[src/rtl/commit_unit_pkg.sv]
// Shared widths, instruction-id encoding and class ranges for the commit stage.
// The id map groups branches and stores into contiguous ranges so classification is a pair of compares.
package commit_unit_pkg;

    localparam int InstrIdWidth = 6;
    localparam int RegIdxWidth  = 5;
    localparam int ROBIdxWidth  = 4;
    localparam int LSBIdxWidth  = 4;
    localparam int WordWidth    = 32;
    localparam int AddrWidth    = 32;

    localparam logic TRUE  = 1'b1;
    localparam logic FALSE = 1'b0;
    localparam logic [WordWidth-1:0] ZERO = '0;

    typedef logic [InstrIdWidth-1:0] instr_id_t;

    localparam instr_id_t ID_NOP   = 6'd0;
    localparam instr_id_t ID_LUI   = 6'd1;
    localparam instr_id_t ID_AUIPC = 6'd2;
    localparam instr_id_t ID_JAL   = 6'd3;
    localparam instr_id_t ID_JALR  = 6'd4;
    localparam instr_id_t ID_BEQ   = 6'd5;
    localparam instr_id_t ID_BNE   = 6'd6;
    localparam instr_id_t ID_BLT   = 6'd7;
    localparam instr_id_t ID_BGE   = 6'd8;
    localparam instr_id_t ID_BLTU  = 6'd9;
    localparam instr_id_t ID_BGEU  = 6'd10;
    localparam instr_id_t ID_LB    = 6'd11;
    localparam instr_id_t ID_LH    = 6'd12;
    localparam instr_id_t ID_LW    = 6'd13;
    localparam instr_id_t ID_LBU   = 6'd14;
    localparam instr_id_t ID_LHU   = 6'd15;
    localparam instr_id_t ID_SB    = 6'd16;
    localparam instr_id_t ID_SH    = 6'd17;
    localparam instr_id_t ID_SW    = 6'd18;
    localparam instr_id_t ID_ADDI  = 6'd19;
    localparam instr_id_t ID_ADD   = 6'd28;
    localparam instr_id_t ID_SUB   = 6'd29;
    localparam instr_id_t ID_HALT  = 6'd63;

    localparam instr_id_t ID_BRANCH_LO = ID_BEQ;
    localparam instr_id_t ID_BRANCH_HI = ID_BGEU;
    localparam instr_id_t ID_STORE_LO  = ID_SB;
    localparam instr_id_t ID_STORE_HI  = ID_SW;

    typedef enum logic {
        IDLE  = 1'b0,
        FLUSH = 1'b1
    } commit_state_t;

endpackage

[src/rtl/commit_classify.sv]
// Pure combinational map from a decoded instruction id to its retirement class.
module commit_classify
    import commit_unit_pkg::*;
(
    input  logic [InstrIdWidth-1:0] instr_id,
    output logic                    is_store,
    output logic                    is_branch,
    output logic                    writes_rd
);

    always_comb begin
        is_store  = (instr_id >= ID_STORE_LO) && (instr_id <= ID_STORE_HI);
        is_branch = (instr_id >= ID_BRANCH_LO) && (instr_id <= ID_BRANCH_HI);
        writes_rd = !is_store && !is_branch && (instr_id != ID_NOP) && (instr_id != ID_HALT);
    end

endmodule

[src/rtl/commit_unit.sv]
// Consumer of the ROB commit port: issues regfile writes, store releases and branch-recovery flushes.
// Every output is registered, so actions appear one cycle after the commit is sampled.
module commit_unit
    import commit_unit_pkg::*;
#(
    parameter int FLUSH_CYCLES = 1,
    parameter int CNT_WIDTH    = 32
) (
    input  logic                   clk_in,
    input  logic                   rst_n_in,
    input  logic                   rdy_in,
    input  logic                   commit_en_in,
    input  logic [InstrIdWidth-1:0] instr_id_in,
    input  logic [RegIdxWidth-1:0] rd_in,
    input  logic [ROBIdxWidth-1:0] rob_pos_in,
    input  logic [LSBIdxWidth-1:0] lsb_pos_in,
    input  logic [WordWidth-1:0]   res_in,
    input  logic                   jump_en_in,
    input  logic [AddrWidth-1:0]   jump_a_in,
    output logic                   reg_wr_en_out,
    output logic [RegIdxWidth-1:0] reg_wr_rd_out,
    output logic [WordWidth-1:0]   reg_wr_data_out,
    output logic [ROBIdxWidth-1:0] reg_wr_rob_pos_out,
    output logic                   lsb_commit_en_out,
    output logic [LSBIdxWidth-1:0] lsb_commit_pos_out,
    output logic                   clear_branch_out,
    output logic                   redirect_en_out,
    output logic [AddrWidth-1:0]   redirect_pc_out,
    output logic [CNT_WIDTH-1:0]   commit_cnt_out,
    output logic [CNT_WIDTH-1:0]   flush_cnt_out
);

    // fcnt counts the clear cycles still owed after the one issued with the redirect
    localparam logic [2:0] FlushInit = 3'(FLUSH_CYCLES - 1);

    commit_state_t state, state_next;
    logic [2:0] fcnt, fcnt_next;

    logic is_store, writes_rd, is_branch_unused;

    logic                   reg_wr_en_nx;
    logic [RegIdxWidth-1:0] reg_wr_rd_nx;
    logic [WordWidth-1:0]   reg_wr_data_nx;
    logic [ROBIdxWidth-1:0] reg_wr_rob_pos_nx;
    logic                   lsb_commit_en_nx;
    logic [LSBIdxWidth-1:0] lsb_commit_pos_nx;
    logic                   clear_branch_nx;
    logic                   redirect_en_nx;
    logic [AddrWidth-1:0]   redirect_pc_nx;
    logic [CNT_WIDTH-1:0]   commit_cnt_nx;
    logic [CNT_WIDTH-1:0]   flush_cnt_nx;

    // Branches act only through jump_en_in here, so the branch flag is left unused.
    commit_classify u_classify (
        .instr_id  (instr_id_in),
        .is_store  (is_store),
        .is_branch (is_branch_unused),
        .writes_rd (writes_rd)
    );

    always_ff @(posedge clk_in) begin
        if (!rst_n_in) begin
            state <= IDLE;
            fcnt  <= 3'd0;
        end else if (rdy_in) begin
            state <= state_next;
            fcnt  <= fcnt_next;
        end
    end

    always_comb begin
        state_next        = state;
        fcnt_next         = fcnt;
        reg_wr_en_nx      = FALSE;
        reg_wr_rd_nx      = reg_wr_rd_out;
        reg_wr_data_nx    = reg_wr_data_out;
        reg_wr_rob_pos_nx = reg_wr_rob_pos_out;
        lsb_commit_en_nx  = FALSE;
        lsb_commit_pos_nx = lsb_commit_pos_out;
        clear_branch_nx   = FALSE;
        redirect_en_nx    = FALSE;
        redirect_pc_nx    = redirect_pc_out;
        commit_cnt_nx     = commit_cnt_out;
        flush_cnt_nx      = flush_cnt_out;

        case (state)
            IDLE: begin
                if (commit_en_in) begin
                    commit_cnt_nx = commit_cnt_out + CNT_WIDTH'(1);
                    if (writes_rd && (rd_in != '0)) begin
                        reg_wr_en_nx      = TRUE;
                        reg_wr_rd_nx      = rd_in;
                        reg_wr_data_nx    = res_in;
                        reg_wr_rob_pos_nx = rob_pos_in;
                    end
                    if (is_store) begin
                        lsb_commit_en_nx  = TRUE;
                        lsb_commit_pos_nx = lsb_pos_in;
                    end
                    if (jump_en_in) begin
                        redirect_en_nx  = TRUE;
                        redirect_pc_nx  = jump_a_in;
                        clear_branch_nx = TRUE;
                        flush_cnt_nx    = flush_cnt_out + CNT_WIDTH'(1);
                        if (FlushInit != 3'd0) begin
                            state_next = FLUSH;
                            fcnt_next  = FlushInit;
                        end
                    end
                end
            end
            FLUSH: begin
                clear_branch_nx = TRUE;
                fcnt_next       = fcnt - 3'd1;
                if (fcnt <= 3'd1) begin
                    state_next = IDLE;
                end
            end
            default: begin
                state_next = IDLE;
                fcnt_next  = 3'd0;
            end
        endcase
    end

    always_ff @(posedge clk_in) begin
        if (!rst_n_in) begin
            reg_wr_en_out      <= FALSE;
            reg_wr_rd_out      <= '0;
            reg_wr_data_out    <= ZERO;
            reg_wr_rob_pos_out <= '0;
            lsb_commit_en_out  <= FALSE;
            lsb_commit_pos_out <= '0;
            clear_branch_out   <= FALSE;
            redirect_en_out    <= FALSE;
            redirect_pc_out    <= '0;
            commit_cnt_out     <= '0;
            flush_cnt_out      <= '0;
        end else if (rdy_in) begin
            reg_wr_en_out      <= reg_wr_en_nx;
            reg_wr_rd_out      <= reg_wr_rd_nx;
            reg_wr_data_out    <= reg_wr_data_nx;
            reg_wr_rob_pos_out <= reg_wr_rob_pos_nx;
            lsb_commit_en_out  <= lsb_commit_en_nx;
            lsb_commit_pos_out <= lsb_commit_pos_nx;
            clear_branch_out   <= clear_branch_nx;
            redirect_en_out    <= redirect_en_nx;
            redirect_pc_out    <= redirect_pc_nx;
            commit_cnt_out     <= commit_cnt_nx;
            flush_cnt_out      <= flush_cnt_nx;
        end
    end

endmodule

[config.mk]
export PLATFORM = sky130hd
export DESIGN_NAME = commit_unit
export DESIGN_NICKNAME = d
export VERILOG_FILES = /design/src/rtl/commit_unit_pkg.sv /design/src/rtl/commit_classify.sv /design/src/rtl/commit_unit.sv
export SDC_FILE = /design/constraint.sdc
export NUM_CORES = 1
export LEC_CHECK = 0
export ABC_AREA = 0
export CAP_MARGIN = 10
export CORE_UTILIZATION = 46
export CTS_BUF_LIST = sky130_fd_sc_hd__clkbuf_8
export CTS_CLUSTER_DIAMETER = 50
export DETAILED_ROUTE_END_ITERATION = 8
export PLACE_DENSITY = 0.83
export SETUP_SLACK_MARGIN = 0.15
export SKIP_CTS_REPAIR_TIMING = 1
export SYNTH_ARGS = -nofsm -noshare
export SYNTH_HDL_FRONTEND = slang
export SYNTH_SLANG_ARGS = --single-unit
[constraint.sdc]
create_clock -name clk_in -period 2.9 [get_ports clk_in]
set_input_delay 0.29 -clock clk_in [delete_from_list [all_inputs] [get_ports clk_in]]
set_output_delay 0.29 -clock clk_in [all_outputs]
set_load 0.005 [all_outputs]
==> results.json <==
{
  "worst_pin_slew_ns": 0.913,
  "period_needed_ns": 2.29,
  "finalPower_uw": 4420,
  "synth_top_area_frac": 0.472,
  "hpwl_um": 11700,
  "diodes": 0,
  "critPathKind": "reg2reg",
  "cts_tree": "built",
  "min_path_type": "in2reg",
  "gp_congestion": 0.764,
  "ys_types": 47,
  "path_max_fanout": 20,
  "gr-total-overflow": 0,
  "vias": 5942,
  "ys_top_cells_by_count": "nand2_1 (177), dfxtp_1 (149), a21oi_1 (75), mux2i_1 (48), clkbuf_1 (36)",
  "critical_path_arrival_ns": 2.66,
  "antenna_found_initial": 0,
  "yosysWarnings": 0,
  "core_mm2": 0.0133,
  "syn_area_mm2": 0.00632,
  "wl_per_cell_um": 15.0,
  "clock_skew_ns": 0.00843,
  "die-area_mm2": 0.0142,
  "wl_um": 17200,
  "rows": 42,
  "required_ns": 3.28,
  "synthesis.nets": 835,
  "ys_seq_area_frac": 0.472,
  "max_freq_mhz": 437,
  "boundaryPins": 233,
  "cp-start-kind": "flip-flop",
  "portBuffers": 232,
  "antenna_left": 0,
  "maxSlewHeadroom": 0.391,
  "numCtsBuffers": 17,
  "die_x_um": 119,
  "worstSkewPairLatency_ns": 0.46,
  "start_util": 0.475,
  "p_per_area_mw_per_mm2": 481,
  "cts-root-buf": "clkbuf_8",
  "pwr-share-seq": 0.480,
  "cp-end-kind": "flip-flop",
  "nets": 1045,
  "grt_pass1_vias": 5569,
  "die_h_um": 119,
  "leakage_uw": 0.00311,
  "synth_edf_count": 0,
  "postSynthRegisterBits": 149,
  "layout-drive-gt1-share": 0.0476,
  "pwr-share-clk": 0.427,
  "vdd_drop_max_uv": 356,
  "maxCapViolCount": 0,
  "rsz0062_at_grt": "no",
  "area_growth_pct": 45.6,
  "fin_setup_tns_ns": 0,
  "vias_per_cell": 5.20,
  "combPwrFrac": 0.094,
  "synthFlopType": "dfxtp_1",
  "p_sw_uw": 1030,
  "htree_levels": 4,
  "path_clk_slew_ns": 0.08,
  "track_usage": 0.244,
  "synth_most_common_cell": "nand2_1",
  "drtIter0Drc": 410,
  "finalMaxSlewViolations": 0,
  "finalSetupViolCount": 0,
  "switching_share": 0.232,
  "drc_errors": 0,
  "yosys-top-cells-area": "dfxtp_1 (47%), nand2_1 (11%), mux2i_1 (7.6%), a21oi_1 (5.9%), or4_1 (3.3%)",
  "grt_pass1_wl_um": 27400,
  "ys_async_sr_fraction": 0,
  "synth_area_per_cell_um2": 8.50,
  "period_share": 0.788,
  "clkSinkCount": 149,
  "syn_inst": 743,
  "outcome": "finished clean",
  "finalHoldViolCount": 0,
  "grt_start_max_net_pins": 100,
  "firstDrtPassIters": 4,
  "power.internal_uw": 3400,
  "clock_path_buffers": 2,
  "synth_top_cell_by_area": "dfxtp_1"
}
==> worst max-delay path: stages, from the launching register on <==
cell     delay (ns)
dfxtp_1        0.45
nand4_1        0.19
or4_1          0.84
or4_1          0.56
a21oi_1        0.16
==> cells by family (layout without fill, tap and decap cells) <==
kind of cell / after synthesis / in the layout / synth area share
and+or+nand+nor: 327 / 327 / 0.252
DFF: 149 / 149 / 0.472
AOI/OAI and AO/OA: 126 / 126 / 0.116
buffers and inverters: 66 / 289 / 0.0440
muxes: 48 / 48 / 0.0761
xor gates and xnor gates: 23 / 23 / 0.0319
adders and majority gates: 4 / 4 / 0.00792
==> flip-flops by register name, indices dropped and copies added (netlist names) <==
signal,cells
fcnt,3
flush_cnt_out,32
lsb_commit_en_out,1
state,1
reg_wr_data_out,32
commit_cnt_out,32
reg_wr_en_out,1
reg_wr_rd_out,5
redirect_en_out,1
clear_branch_out,1
redirect_pc_out,32
lsb_commit_pos_out,4
reg_wr_rob_pos_out,4
==> placed cells by master, fill, tap and decap left out, types with 6 or more instances in the layout <==
| cell | instances |
|---|---|
| clkdlybuf4s50_1 | 231 |
| nand2_1 | 177 |
| dfxtp_1 | 149 |
| a21oi_1 | 75 |
| mux2i_1 | 48 |
| nor2_1 | 29 |
| or4_1 | 28 |
| nand3_1 | 21 |
| o31ai_1 | 19 |
| clkbuf_8 | 18 |
| o21ai_0 | 17 |
| or3_1 | 17 |
| inv_1 | 16 |
| nand4_1 | 15 |
| xnor2_1 | 15 |
| xor2_1 | 8 |
| nor4_1 | 7 |
| nand2b_1 | 7 |
| buf_4 | 6 |
==> power by group through the flow <==
stage | logic (µW) | clock network [µW] | registers (µW)
after global placement | 410 | 0 | 2170
after floorplan | 149 | 0 | 2170
after detailed placement | 413 | 0 | 2170
after global routing | 449 | 2010 | 2130
final | 414 | 1890 | 2120
after CTS | 417 | 1930 | 2120
==> stage by stage <==
stage	setup slack [ns]	util	instances	hold WS, ns	cell area [µm²]
6_report	0.613	0.692	1142	0.372	9200
5_1_grt	0.444	0.692	1142	0.349	9200
4_1_cts	0.623	0.692	1142	0.343	9200
3_5_place_dp	0.312	0.656	1110	0.445	8720
3_3_place_gp	0.379	0.656	1110	0.441	8720
2_1_floorplan	0.886	-	743	0.426	6320
==> area by class of cell <==
| class | instances | area, µm² |
|---|---|---|
| sequential | 149 | 2980 |
| inverter | 17 | 63.8 |
| multi-input combinational | 528 | 3060 |
| fill | 1046 | 4100 |
| clock buffer | 18 | 248 |
| clock inverter | 14 | 223 |
| timing repair buffer | 240 | 2400 |
| tap | 176 | 220 |
==> worst paths after layout <==
| path | end | slack, ns | depth (start not counted) | startpoint |
|---|---|---|---|---|
| max reg2reg | flush_cnt_out[26] | 0.61 | 4 | flush_cnt_out[11] |
| min reg2reg | redirect_pc_out[15] | 0.46 | 2 | redirect_pc_out[15] |
| max | flush_cnt_out[26] | 0.61 | 4 | flush_cnt_out[11] |
| min | redirect_pc_out[15] | 0.37 | 3 | jump_a_in[15] |
==> routing by layer <==
| layer | track usage | routed length, µm | share of wire |
|---|---|---|---|
| met1 | 0.288 | 7420 | 0.43 |
| met5 | 0 | 0 | 0 |
| met2 | 0.403 | 8140 | 0.47 |
| met4 | 0.0854 | 309 | 0.018 |
| met3 | 0.0939 | 1300 | 0.076 |
No activity file was read; power rests on OpenSTA's default activity.
